[src/rtl/vga_timing_gen.sv]
// vga_timing_gen -- 640x480@60 VGA raster timing plus sprite animation pacing.
//
// Ports:
//   vga_clk    in   pixel clock (only clock)
//   reset      in   synchronous, active-high
//   anim_en    in   animation advance enable, sampled combinationally
//   DrawX      out  [9:0] horizontal pixel position (0..799 at default timing)
//   DrawY      out  [9:0] line number (0..524 at default timing)
//   hs, vs     out  sync pulses, active low
//   blank      out  1 = visible pixel
//   frame_tick out  one-cycle pulse on the last pixel of the frame
//   anim_frame out  [3:0] sprite animation frame index
//
// Parameters: ANIM_FRAMES (2..16), ANIM_DIV (1..255). The H_*/V_* timing
// parameters default to standard 640x480 and only need overriding for a
// scaled-down raster.
//
// Optional macro VGA_SYNC_PIPE_EN: register hs/vs/blank one cycle so they
// line up with a registered RGB path. DrawX/DrawY/frame_tick/anim_frame are
// never delayed.
module vga_timing_gen #(
  parameter int ANIM_FRAMES = 6,
  parameter int ANIM_DIV    = 8,
  parameter int H_ACTIVE    = 640,
  parameter int H_FP        = 16,
  parameter int H_SYNC      = 96,
  parameter int H_BP        = 48,
  parameter int V_ACTIVE    = 480,
  parameter int V_FP        = 10,
  parameter int V_SYNC      = 2,
  parameter int V_BP        = 33
) (
  input  logic       vga_clk,
  input  logic       reset,
  input  logic       anim_en,
  output logic [9:0] DrawX,
  output logic [9:0] DrawY,
  output logic       hs,
  output logic       vs,
  output logic       blank,
  output logic       frame_tick,
  output logic [3:0] anim_frame
);

  localparam logic [9:0] H_VIS    = 10'(H_ACTIVE);
  localparam logic [9:0] HS_BEG   = 10'(H_ACTIVE + H_FP);
  localparam logic [9:0] HS_END   = 10'(H_ACTIVE + H_FP + H_SYNC);
  localparam logic [9:0] H_LAST   = 10'(H_ACTIVE + H_FP + H_SYNC + H_BP - 1);
  localparam logic [9:0] V_VIS    = 10'(V_ACTIVE);
  localparam logic [9:0] VS_BEG   = 10'(V_ACTIVE + V_FP);
  localparam logic [9:0] VS_END   = 10'(V_ACTIVE + V_FP + V_SYNC);
  localparam logic [9:0] V_LAST   = 10'(V_ACTIVE + V_FP + V_SYNC + V_BP - 1);
  localparam logic [7:0] DIV_LAST = 8'(ANIM_DIV - 1);
  localparam logic [3:0] FRM_LAST = 4'(ANIM_FRAMES - 1);

  logic [9:0] x_q, x_d, y_q, y_d;
  logic [7:0] div_q, div_d;
  logic [3:0] frm_q, frm_d;
  logic       x_wrap, hs_c, vs_c, blank_c;

  always_comb begin
    x_wrap     = (x_q == H_LAST);
    frame_tick = x_wrap && (y_q == V_LAST);

    x_d = x_wrap ? '0 : x_q + 10'd1;
    y_d = y_q;
    if (x_wrap) y_d = (y_q == V_LAST) ? '0 : y_q + 10'd1;

    // Divider and frame index only move on an enabled end-of-frame; with
    // ANIM_DIV=1 DIV_LAST is 0 so every enabled tick advances the frame.
    div_d = div_q;
    frm_d = frm_q;
    if (frame_tick && anim_en) begin
      if (div_q == DIV_LAST) begin
        div_d = '0;
        frm_d = (frm_q == FRM_LAST) ? '0 : frm_q + 4'd1;
      end else begin
        div_d = div_q + 8'd1;
      end
    end

    hs_c    = !((x_q >= HS_BEG) && (x_q < HS_END));
    vs_c    = !((y_q >= VS_BEG) && (y_q < VS_END));
    blank_c = (x_q < H_VIS) && (y_q < V_VIS);
  end

  always_ff @(posedge vga_clk) begin
    if (reset) begin
      x_q   <= '0;
      y_q   <= '0;
      div_q <= '0;
      frm_q <= '0;
    end else begin
      x_q   <= x_d;
      y_q   <= y_d;
      div_q <= div_d;
      frm_q <= frm_d;
    end
  end

  assign DrawX      = x_q;
  assign DrawY      = y_q;
  assign anim_frame = frm_q;

`ifdef VGA_SYNC_PIPE_EN
  logic hs_q, vs_q, blank_q;

  // Delayed copy of the decode; blank held low in reset so nothing is drawn
  // before the first real pixel reaches the RGB register.
  always_ff @(posedge vga_clk) begin
    if (reset) begin
      hs_q    <= 1'b1;
      vs_q    <= 1'b1;
      blank_q <= 1'b0;
    end else begin
      hs_q    <= hs_c;
      vs_q    <= vs_c;
      blank_q <= blank_c;
    end
  end

  assign hs    = hs_q;
  assign vs    = vs_q;
  assign blank = blank_q;
`else
  assign hs    = hs_c;
  assign vs    = vs_c;
  assign blank = blank_c;
`endif

endmodule

[config.mk]
export PLATFORM = sky130hd
export DESIGN_NAME = vga_timing_gen
export DESIGN_NICKNAME = d
export VERILOG_FILES = /design/src/rtl/vga_timing_gen.sv
export SDC_FILE = /design/constraint.sdc
export NUM_CORES = 1
export LEC_CHECK = 0
export CAP_MARGIN = 5
export CORE_AREA = 2 2 54 76
export DETAILED_ROUTE_END_ITERATION = 8
export DIE_AREA = 0 0 56 78
export PLACE_DENSITY = 0.73
export RECOVER_POWER = 50
export SYNTH_ARGS = -nofsm -noshare
export SYNTH_HDL_FRONTEND = slang
export SYNTH_SLANG_ARGS = --single-unit
[constraint.sdc]
create_clock -name vga_clk -period 3.73 [get_ports vga_clk]
set_input_delay 0.746 -clock vga_clk [delete_from_list [all_inputs] [get_ports vga_clk]]
set_output_delay 0.746 -clock vga_clk [all_outputs]
set_load 0.03 [all_outputs]
==> run summary <==
Fin. max-slew vios: 0
Post-Syn Instances: 203
Post-CTS sizing: 0
Register area: 641 µm²
Min-delay src: DrawX[0]$_SDFF_PP0_
Crit path max fanout: 8
Mux contribution to synthesized area: 1.21%
DR vias/cell: 5.83
I/O pin count: 31
Clock Tree Root: clkbuf_8
H-tree depth: 2
Leak pwr: 0.760 nW
Ys async rst share: 0%
Startpoint types: flip-flop
Number of global-route vias before repair: 1458
Post-synth top area share: 36.6%
Synth Area per Inst: 8.63 µm²
Final Core Density: 59.1%
Reg2reg start: DrawY[5]$_SDFFE_PP0N_
Placer Congestion: 0.816
Die X: 56 µm
Kind of end point of the critical path: output pin
Yosys reg bits: 32
Port buffer count: 30
Placed Instances: 271
Cell Pwr Density: 300 nW/µm²
Final nets: 245
Cts hold-fix bufs: 0
Final Hold Viols: 0
Seq/Total Area, Yosys: 36.6%
WHS Path Cells: 1
Post-synth EDFFs: 0
Area occupied by multi-input gates: 1020 µm²
RSZ-0062 raised after global routing: false
Tmin final: 3.25 ns
DRC violations left: 0
Hpwl dp: 2880 µm
Post-synth top area cell: dfxtp_1
CTS Buf Count: 5
Largest net degree at the start of global routing: 15
# fillers: 349
Fmax: 308 MHz
Crit path max-delay family: simple AND/OR/NAND/NOR gates
Synth area leaders: dfxtp_1 (37%), a21oi_1 (4.9%), ha_1 (4.3%)
# diodes: 0
Xor/xnor share of the synthesized area: 5.50%
Worst endpoint required time: 2.98 ns
Crit path largest cell delay: 0.72 ns
DP Area: 2080 µm²
Most used DFF post-synth: dfxtp_1
CTS Buffer Depth: 2
Core area: 3640 µm²
Setup bufs post-CTS: 0
Post-Syn Nets: 212
Clock latency on the worst-skew pair: 0.28 ns
Setup Skew: 0.00376 ns
Yosys warnings: 0
Die area: 4370 µm²
Highest routed layer: met4
DR vias: 1626
Design Area, Final: 2150 µm²
CP arrival: 2.50 ns
Distinct cells, synth: 43
Post-DRT Antenna Nets: 0
Critical-path cell list: ha_1 > and4_1 > nand3_1 > nor3_1 > clkdlybuf4s50_1
Drt first pass iters: 4
Clock sink count: 32
Post-Layout Cell Count: 279
DR WL/cell: 14.6 µm
CTS tree: built
Mapped Area: 1750 µm²
Number of DRC markers in iteration 0: 55
Outcome: finished, final reports clean
Fin crit share: 87.1%
TNS Setup: 0 ns
WP buf/inv: 1
Synth Area in Adders: 4.29%
Site row count: 26
Met2 WL post-DR: 2060 µm
Slew HR: 22.0%
Layout area overhead: 22.9%
GRT overflow: 0
CTS clk-pin slew, worst paths: 0.06 ns
Post-synthesis simple-gate area fraction: 33.9%
Critical path type: flip-flop to output pin
# setup viols final: 0
Main combinational cell family by area after synthesis: simple AND/OR/NAND/NOR gates
Initial antenna violation count: 0
Share of cells above drive strength 1: 6.75%
Worst hold path class: flip-flop to flip-flop
Total detailed-routing wirelength: 4060 µm
Slew @ Worst Pin: 1.15 ns
Initial Util: 48.1%
First-pass GRT wire length: 6870 µm
Reg2reg path depth: 4
GR Util All Layers: 19.6%
Complex-gate fraction of the synthesized area: 14.3%
Vert. Die Dim: 78 µm
Metal3 WL: 131 µm
Final hold slack: 0.484 ns
Max-capacitance violation count: 0
Critical-path top delay cell: clkdlybuf4s50_1
WL met1: 1780 µm
Worst vdd ir: 0.280 mV
Levels on crit path: 5
Start point of the critical path: DrawX[0]$_SDFF_PP0_
## cell families after synthesis
logic type	count (synthesis)
and+or+nand+nor	94
AOI/OAI and AO/OA	41
DFF	32
buffers and inverters	17
xor gates and xnor gates	11
adders and majority gates	6
muxes	2
## registers in the layout, summed over array words and instances (netlist names)
name,count
DrawY,10
DrawX,10
div_q,8
anim_frame,4
## cells in the mapped netlist (6+ instances only)
| cell | number |
|---|---|
| dfxtp_1 | 32 |
| nor2_1 | 19 |
| a21oi_1 | 17 |
| nand3_1 | 13 |
| inv_1 | 12 |
| nand4_1 | 11 |
| nand2_1 | 10 |
| o31ai_1 | 10 |
| or4_1 | 9 |
| o21ai_0 | 7 |
| ha_1 | 6 |
| xor2_1 | 6 |
## area by class of cell
class | instances | share of cell area, %
multi-input combinational | 154 | 47.2
sequential | 32 | 29.8
timing repair buffer | 31 | 14.3
clock buffer | 8 | 4.19
tap | 42 | 2.44
inverter | 12 | 2.09
## worst reg2reg max path, delay by kind of cell (launching register included)
kind | cells | cell delay (ns)
and+or+nand+nor | 3 | 1.88
AOI/OAI and AO/OA | 1 | 0.15
DFF | 1 | 0.38
## report_power, final
part	switching [mW]	internal, mW	leakage, nW
Combinational	0.0164	0.00829	0.456
Clock	0.124	0.150	0.0455
Sequential	0.00346	0.344	0.258
## worst paths after layout
kind              slack (ns)                    end
setup reg to reg        1.26  div_q[2]$_SDFFE_PP0P_
hold / removal          0.48    DrawX[0]$_SDFF_PP0_
setup / recovery        0.48             frame_tick
hold reg to reg         0.48    DrawX[0]$_SDFF_PP0_
## metrics by stage
step | setup slack (ns) | power (mW)
after floorplan | 0.811 | 0.371
after global placement | 0.842 | 0.383
after detailed placement | 0.808 | 0.383
after CTS | 0.473 | 0.656
after global routing | 0.387 | 0.670
final | 0.482 | 0.647
## cell usage in the layout, fill, tap and decap left out, types with 9 or more instances in the layout
cell type         n
dfxtp_1          32
dlygate4sd3_1    18
a21oi_1          17
nand3_1          13
nand2_1          10
inv_1            12
nand4_1          12
clkdlybuf4s50_1  12
o31ai_1          10
or4_1             9
nor2_1           19
## layer usage
metal	vias to the layer above	GRT usage, %
met5	-	0
met4	0	8.81
met3	9	4.50
met2	26	32.0
met1	764	24.4
li1	827	-
Power figures use the tool's default switching activity.
